File: config.mk
export PLATFORM = sky130hd
export DESIGN_NAME = alu_regfile_seq
export DESIGN_NICKNAME = d
export VERILOG_FILES = /design/src/rtl/alu_seq_pkg.sv /design/src/rtl/regfile_2r1w.sv /design/src/rtl/alu_regfile_seq.sv
export SDC_FILE = /design/constraint.sdc
export NUM_CORES = 1
export LEC_CHECK = 0
export CORE_MARGIN = 5
export CORE_UTILIZATION = 25
export DETAILED_ROUTE_END_ITERATION = 6
export DONT_BUFFER_PORTS = 1
export SLEW_MARGIN = 40
export SYNTH_ARGS = -nofsm -noshare
export SYNTH_HDL_FRONTEND = slang
export SYNTH_SLANG_ARGS = --single-unit
File: constraint.sdc
create_clock -name clk -period 10.7 [get_ports clk]
set_input_delay 1.605 -clock clk [delete_from_list [all_inputs] [get_ports clk]]
set_output_delay 1.605 -clock clk [all_outputs]
set_load 0.02 [all_outputs]
File: src/rtl/alu_seq_pkg.sv
// alu_seq_pkg: function codes, FSM states and flag layout shared by the sequential ALU slice
package alu_seq_pkg;
  localparam logic [2:0] FN_AND = 3'b000;
  localparam logic [2:0] FN_OR  = 3'b001;
  localparam logic [2:0] FN_ADD = 3'b010;
  localparam logic [2:0] FN_XOR = 3'b011;
  localparam logic [2:0] FN_SHL = 3'b100;
  localparam logic [2:0] FN_SHR = 3'b101;
  localparam logic [2:0] FN_SUB = 3'b110;
  localparam logic [2:0] FN_SLT = 3'b111;
  localparam int FLAG_V = 3;
  localparam int FLAG_C = 2;
  localparam int FLAG_Z = 1;
  localparam int FLAG_S = 0;
  typedef enum logic [1:0] {S_IDLE, S_EXEC, S_SHIFT, S_WB} state_t;
  function automatic logic is_shift(input logic [2:0] fn);
    return fn == FN_SHL || fn == FN_SHR;
  endfunction
  function automatic logic [3:0] mk_flags(input logic v, input logic c, input logic z, input logic s);
    logic [3:0] f;
    f = '0;
    f[FLAG_V] = v;
    f[FLAG_C] = c;
    f[FLAG_Z] = z;
    f[FLAG_S] = s;
    return f;
  endfunction
endpackage

File: src/rtl/regfile_2r1w.sv
// regfile_2r1w: NREG x DATA_W registers, two read ports plus debug port, one write port, r0 tied to zero
module regfile_2r1w #(
  parameter int DATA_W = 16,
  parameter int NREG   = 16,
  parameter int ADDR_W = $clog2(NREG)
) (
  input  logic              clk,
  input  logic              rst,
  input  logic [ADDR_W-1:0] ra1,
  input  logic [ADDR_W-1:0] ra2,
  input  logic [ADDR_W-1:0] dbg_addr,
  output logic [DATA_W-1:0] rd1,
  output logic [DATA_W-1:0] rd2,
  output logic [DATA_W-1:0] dbg_data,
  input  logic              we,
  input  logic [ADDR_W-1:0] wa,
  input  logic [DATA_W-1:0] wd
);
  logic [DATA_W-1:0] regs [NREG];
  always_ff @(posedge clk or posedge rst)
    if (rst) for (int i = 0; i < NREG; i++) regs[i] <= '0;
    else if (we && wa != '0) regs[wa] <= wd;
  assign rd1      = ra1 == '0 ? '0 : regs[ra1];
  assign rd2      = ra2 == '0 ? '0 : regs[ra2];
  assign dbg_data = dbg_addr == '0 ? '0 : regs[dbg_addr];
endmodule

File: src/rtl/alu_regfile_seq.sv
// alu_regfile_seq: handshaked ALU with multi-cycle shifts, write-back into a register file and V/C/Z/S flags
module alu_regfile_seq #(
  parameter int DATA_W  = 16,
  parameter int NREG    = 16,
  parameter int ADDR_W  = $clog2(NREG),
  parameter int SHAMT_W = $clog2(DATA_W)
) (
  input  logic              clk,
  input  logic              rst,
  input  logic              op_valid,
  output logic              op_ready,
  input  logic [2:0]        op_fn,
  input  logic [ADDR_W-1:0] op_rd,
  input  logic [ADDR_W-1:0] op_rs1,
  input  logic [ADDR_W-1:0] op_rs2,
  input  logic              op_use_imm,
  input  logic [DATA_W-1:0] op_imm,
  output logic              res_valid,
  output logic [DATA_W-1:0] res_data,
  output logic [3:0]        flags,
  input  logic [ADDR_W-1:0] dbg_addr,
  output logic [DATA_W-1:0] dbg_data
);
  import alu_seq_pkg::*;
  localparam int MSB = DATA_W - 1;
  state_t               state;
  logic [2:0]           fn;
  logic [ADDR_W-1:0]    rd;
  logic [DATA_W-1:0]    op1, op2, rs1_data, rs2_data, op2_in, alu_r;
  logic [SHAMT_W-1:0]   cnt, shamt;
  logic                 cbit, alu_c, alu_v, sub_v, add_v;
  logic [DATA_W:0]      sum, dif;
  regfile_2r1w #(.DATA_W(DATA_W), .NREG(NREG), .ADDR_W(ADDR_W)) u_rf (
    .clk(clk), .rst(rst), .ra1(op_rs1), .ra2(op_rs2), .dbg_addr(dbg_addr),
    .rd1(rs1_data), .rd2(rs2_data), .dbg_data(dbg_data),
    .we(state == S_WB), .wa(rd), .wd(res_data)
  );
  assign op_ready = state == S_IDLE;
  assign op2_in   = op_use_imm ? op_imm : rs2_data;
  assign shamt    = op2_in[SHAMT_W-1:0];
  assign sum      = {1'b0, op1} + {1'b0, op2};
  assign dif      = {1'b0, op1} - {1'b0, op2};
  assign add_v    = op1[MSB] == op2[MSB] && sum[MSB] != op1[MSB];
  assign sub_v    = op1[MSB] != op2[MSB] && dif[MSB] != op1[MSB];
  // shl/shr only reach EXEC with a zero amount, so they fall through to op1
  assign alu_r = fn == FN_AND ? op1 & op2 :
                 fn == FN_OR  ? op1 | op2 :
                 fn == FN_XOR ? op1 ^ op2 :
                 fn == FN_ADD ? sum[MSB:0] :
                 fn == FN_SUB ? dif[MSB:0] :
                 fn == FN_SLT ? {{(DATA_W-1){1'b0}}, $signed(op1) < $signed(op2)} : op1;
  assign alu_c = fn == FN_ADD ? sum[DATA_W] : (fn == FN_SUB || fn == FN_SLT) ? dif[DATA_W] : 1'b0;
  assign alu_v = fn == FN_ADD ? add_v : (fn == FN_SUB || fn == FN_SLT) ? sub_v : 1'b0;
  always_ff @(posedge clk or posedge rst)
    if (rst) begin
      state     <= S_IDLE;
      fn        <= '0;
      rd        <= '0;
      op1       <= '0;
      op2       <= '0;
      cnt       <= '0;
      cbit      <= 1'b0;
      res_valid <= 1'b0;
      res_data  <= '0;
      flags     <= '0;
    end else begin
      res_valid <= 1'b0;
      case (state)
        S_IDLE: if (op_valid) begin
          fn    <= op_fn;
          rd    <= op_rd;
          op1   <= rs1_data;
          op2   <= op2_in;
          cnt   <= shamt;
          cbit  <= 1'b0;
          state <= is_shift(op_fn) && shamt != '0 ? S_SHIFT : S_EXEC;
        end
        S_EXEC: begin
          res_data  <= alu_r;
          flags     <= mk_flags(alu_v, alu_c, alu_r == '0, alu_r[MSB]);
          res_valid <= 1'b1;
          state     <= S_WB;
        end
        S_SHIFT: if (cnt != '0) begin
          op1  <= fn == FN_SHL ? op1 << 1 : op1 >> 1;
          cbit <= fn == FN_SHL ? op1[MSB] : op1[0];
          cnt  <= cnt - 1'b1;
        end else begin
          res_data  <= op1;
          flags     <= mk_flags(1'b0, cbit, op1 == '0, op1[MSB]);
          res_valid <= 1'b1;
          state     <= S_WB;
        end
        default: state <= S_IDLE;
      endcase
    end
endmodule

Word level (Yosys, flattened, before mapping). Index checks and enable logic that the tools add are counted.

Flip-flop bits (word level): 323. Bits of input ports: 39. Output and inout port bits: 38. Word-level logic and storage cells: 130.

Add/sub/neg operators: 3. Magnitude comparators: 6. Eq/ne operators: 18. Mux-type cells: 47. Bitwise gates (word level): 7. Reductions and logical operators: 23.

Operator list (number): two-way mux 16 bit (21); bitwise mux 256 bit (1); binary-select mux 16 bit (select 4 bit) (3); demux 16 bit (select 4 bit) (1); case mux 16 bit (2 select lines) (2); logical NOT 16 bit (2); greater-or-equal comparator 5 bit, second input constant (4); inverter 4 -> 5 bit (4); adder 16 x 16 -> 17 bit (1); subtractor 16 x 16 -> 17 bit (1); AND 16 bit (1); < comparator 16 bit (1); OR 16 bit (1); case mux 4 bit (2 select lines) (2); bitwise XOR 16 bit (1); equality test 3 bit, second input constant (5); logical NOT 4 bit (3); two-way mux 4 bit (3); nonzero test 4 bit (3); two-way mux 1 bit (8); equality test 3 x 2 -> 1 bit, second input constant (2); two-way mux 2 bit (3); inequality test 2 bit, second input constant (3); case mux 2 bit (3 select lines) (1); 15 further kinds (27).

Logic depth before layout (Yosys ltp).
Depth in word-level cells: 11. Depth in mapped cells: 14. Mapped depth without buffers: 14.

By module. From an unflattened synthesis, not the netlist that was laid out.

Cells, all modules: 1858. Area total of the unflattened synthesis: 21511.9 sq um.

Modules (own cells, without submodules): regfile_2r1w (times used 1, cells an instance 1068, area each 15391.0 sq um); alu_regfile_seq (times used 1, cells an instance 790, area each 6120.9 sq um).

Worst setup path before layout. OpenSTA, ideal clock, no wires.

Kind: input -> output. From: input port dbg_addr[0]. To: output port dbg_data[0]. Arrival time: 3.581 ns. Setup slack: 5.514 ns. Cell stages on the path: 5. Path through: buf_2 > buf_1 > mux4_2 > mux4_2 > nor2b_1.

Word-level cells in the longest chain between the ends: 5. Elaborated cells on any way between the ends: 6. Classes of those cells: mux: 4; bitwise: 1; reduce/logical: 1.

RTL lines: start: declaration (line alu_regfile_seq.sv:21) `input logic [ADDR_W-1:0] dbg_addr,`; inverter 4 -> 5 bit (implied by the code) (line regfile_2r1w.sv:25) `assign dbg_data = dbg_addr == '0 ? '0 : regs[dbg_addr];`; binary-select mux 16 bit (select 4 bit) (line regfile_2r1w.sv:25); two-way mux 16 bit (implied by the code) (2 in a row) (line regfile_2r1w.sv:25); two-way mux 16 bit * (line regfile_2r1w.sv:25); end: declaration (line alu_regfile_seq.sv:22) `output logic [DATA_W-1:0] dbg_data`.

Every way passes the cells marked *; elsewhere a longest branch is shown, timed or not. The select of a mux whose other input is x is not followed.

Final worst setup path.
From: input port dbg_addr[0]. To: output port dbg_data[5].

Same word-level chain as after synthesis.

==> impl_summary.md <==
Synth
The cell count after synthesis came out at approximately 1700. The synthesized design contains 0 enable-type register cells. The post-synth design cell area is about 0.021 sq mm. The post-synthesis average cell area is around 13 sq um. The most common flop cell mapped by yosys is dfrtp_1. The count of state elements after synthesis is between 300 and 400.

The sequential share of the synthesized area is a little under two fifths. The leading area contributor after synthesis is dfrtp_1. The top cell type by area accounts for 37.7% of the synthesized area.

The synthesized netlist net count is 1765. Sorting the synthesized cells by area gives the leading types as dfrtp_1, mux4_2, mux2_2. In this run, distinct cell masters in the synthesized netlist total 80. During synthesis, Yosys emitted a total of 0 warnings.

For this run, asynchronously set or reset flops after synthesis account for 100%.

GRT
The number of antenna violations at the first check in global routing came to 7. The number of global-route vias before repair came to around 15000. The final global-route overflow total is 0.

Entering global routing, the biggest net connects 110 pins. Across every metal layer, demand over resource in global routing totals 15.1%. The first-pass GRT wire length is 105 mm.

Clocking
In this run, CTS created clock tree buffers numbering 38. TritonCTS built the clock tree. The clock latency reported for the late side of the worst-skew pair is roughly 0.57 ns. Once the clock tree was built, the resizer swapped 0 gates to a different size.

In this run, post-CTS hold repair placed 0 buffers. After clock tree synthesis, the clock-pin slew on the worst setup and hold paths is approximately 0.060 ns. The total number of H-tree levels is 2. The number of sinks driven by the clock tree is approximately 320. The number of setup buffers added after CTS is 0.

The tree is rooted in a clkbuf_16. Counting along the longest clock path gives a buffer depth of 3.

Power
Power spread over the standard cell area amounts to 302 mW/mm^2. The power spent charging and discharging nets is 0.00305 W. The cell-internal power is 0.00413 W. The clock network accounts for 19.3% of the total power.

The worst-case IR drop observed on VDD is 122 uV. Summed over all cells, the static leakage comes to 9.52 nW. Sequential cells account for 33.3% of the total power. Of the total power, combinational logic draws 47.4%. The switching power share of the total is 42.5%.

STA
The final max-slew violation count is 0. Measured against its own limit, the worst slew margin works out to 41.8%. After layout, the worst path uses 42.6% of the clock period. The worst path needs around 4.6 ns of the cycle, external delays included.

Timing would allow up to 219 MHz. Setup repair after global routing left no endpoint under its margin. Setup violations remaining at the end of the flow were counted as 0. The transition time at the pin with the least slew margin is 0.870 ns.

For the final routed database, the setup TNS stands at 0 ns. The final clock skew is ~0.029 ns. The final critical-path setup slack is between 6 and 7 ns. The hold violation total from the final report is 0.

Cells and area
The filler cell count in the final layout is 8581. The post-route core utilization is 28.0%. The proportion of layout cells with a drive suffix above 1 is about two fifths. Excluding fillers, the count of instances in the completed layout stands at ~2800. The net count of the finished layout is 1665. Relative to the synthesized area, the layout overhead comes to 11.4%. Summing all non-filler instances in the final layout gives an area of 0.0238 sq mm.

Placement
Before CTS, the worst setup slack after placement is 6.18 ns. The detailed placement HPWL is 46.2 mm. At the end of routability-driven placement, the weighted congestion stood at 0.903. Summing all placed instances gives a cell area of approximately 0.022 sq mm. Buffers placed on the I/O ports in this run total 0. Once placement completed, the tool counted placed cells totaling approximately 2700.

Route
The remaining routing DRC violations is 0. The total wire length is 69.7 mm. The number of detailed-route iterations in the first pass is 6. The overall via count from detail_route is 15037.

Using the TritonRoute via totals, the vias-per-cell ratio works out to 5.47. The routed wire length per instance is 25.4 um. The violation count after the first detailed-routing iteration is ~1500. The detail route stage leaves a number of antenna-violating nets equal to 0.

Floorplan
The area of the core region is 0.0850 sq mm. The die covers 0.0914 sq mm. Pin placement for this block handled 77 I/O pins.

The initial core utilization is 25.1%. Measured along the x axis, the die boundary spans 302 um. In this run the vertical extent of the chip is 302 um. The floorplan has 107 rows.

Job
Across the run, the number of max-cap violations was 0.

Hold path
The tightest min-delay check is of the register to register type.

Setup path
The critical path is of the input pin to output pin type. The worst setup path is launched from an input pin. The highest fanout seen on the critical path is 65. The worst endpoint data arrival time is between 2 and 3 ns.

At the worst endpoint, the required time is 9.10 ns. The endpoint type of the worst setup path is an output pin.

Status
The flow ran to the end, and the final reports show no timing, DRC or antenna violations.
cells by family after synthesis:
logic type | count (synthesis) | share of synthesized area, %
compound gates | 299 | 9.17
buf+inv | 220 | 4.22
mux | 493 | 38.6
simple gates | 267 | 6.39
fa+ha+maj | 55 | 3.29
xor+xnor | 15 | 0.615
flops | 322 | 37.7
cell usage in the layout, fill, tap and decap left out, types with 9 or more instances in the layout:
master and count:
a221oi_1 29, xnor2_1 11, nand3_1 14, nor3_1 22
a22oi_1 9, buf_4 16, inv_1 52, nor2_4 9
nand2_1 67, a21oi_1 85, nor2b_1 24, ha_1 53
clkbuf_16 39, o21ai_0 76, mux2_2 248, dfrtp_1 320
a211oi_1 11, mux4_2 240, nor2_1 57, o22ai_1 13
nand2b_1 11
final cells by class:
| cell class | instances | area [sq um] | area share, % |
|---|---|---|---|
| Clock buffer | 51 | 1060 | 4.46 |
| Multi-Input combinational cell | 1129 | 12500 | 52.5 |
| Sequential cell | 322 | 8060 | 33.9 |
| Inverter | 55 | 219 | 0.920 |
| Clock inverter | 19 | 267 | 1.12 |
| Antenna cell | 5 | 12.5 | 0.0526 |
| Timing Repair Buffer | 25 | 256 | 1.08 |
| Tap cell | 1144 | 1430 | 6.01 |
power groups by stage:
stage / Clock (W) / Sequential, W / Combinational, W
final: 0.00139 / 0.00239 / 0.00340
after detailed placement: 0 / 0.00240 / 0.00335
after CTS: 0.00141 / 0.00238 / 0.00337
after floorplan: 0 / 0.00210 / 0.00272
after global routing: 0.00146 / 0.00248 / 0.00368
after global placement: 0 / 0.00236 / 0.00328
state kept, by name, indices dropped and copies added, names as in the netlist:
| name | count |
|---|---|
| cbit | 1 |
| rd | 4 |
| flags | 4 |
| state | 2 |
| res_data | 15 |
| res_valid | 1 |
| op2 | 16 |
| op1 | 16 |
| cnt | 4 |
| u_rf.regs | 256 |
| fn | 3 |
critical path: stages:
cell and delay [ns]:
mux4_2 0.49, mux4_2 0.55, nor2b_1 0.25
Yosys cell counts, drive strengths merged (3+ instances only):
cell type,n
nor2b,26
xor2,4
o211ai,6
o21bai,5
nor2,69
nand4,6
a21o,6
a2111oi,3
nor4,9
nand2b,15
o221ai,4
o21ai,81
a21oi,85
a22oi,9
mux4,240
ha,53
a32oi,7
a31oi,9
nand2,69
o22ai,13
inv,55
nand3,14
buf,46
clkbuf,119
o41ai,3
nor3,24
nor3b,5
mux2i,5
nand4b,4
nand3b,4
a221o,4
dfrtp,322
xnor2,11
o21a,3
mux2,248
a211oi,12
o31ai,5
or3,8
a221oi,30
or4,3
per-layer routing:
layer	GRT usage (%)	vias to the layer above	share of wire, %
li1	-	6308	-
met1	19.4	7916	39
met2	23.5	648	46
met3	5.40	157	10
met4	5.77	8	4.2
met5	0	-	0.079
per-stage QoR:
| step | hold WS, ns | total power, W |
|---|---|---|
| 2_1_floorplan | 0.458 | 0.00482 |
| 3_3_place_gp | 0.395 | 0.00564 |
| 5_1_grt | 0.434 | 0.00762 |
| 6_report | 0.422 | 0.00719 |
| 3_5_place_dp | 0.402 | 0.00575 |
| 4_1_cts | 0.418 | 0.00717 |
worst paths after layout:
| check | slack [ns] | startpoint | endpoint | depth (start not counted) |
|---|---|---|---|---|
| max | 6.14 | dbg_addr[0] | dbg_data[5] | 3 |
| min | 0.42 | u_rf.regs[249] | u_rf.regs[249] | 0 |
| max reg2reg | 6.83 | op1[4] | res_data[0] | 12 |
| min reg2reg | 0.42 | u_rf.regs[249] | u_rf.regs[249] | 0 |
| max in group asynchronous | 8.00 | rst | u_rf.regs[52] | 3 |
| min in group asynchronous | 0.90 | rst | u_rf.regs[93] | 1 |
Note: power is estimated with default switching activity, not from simulation.
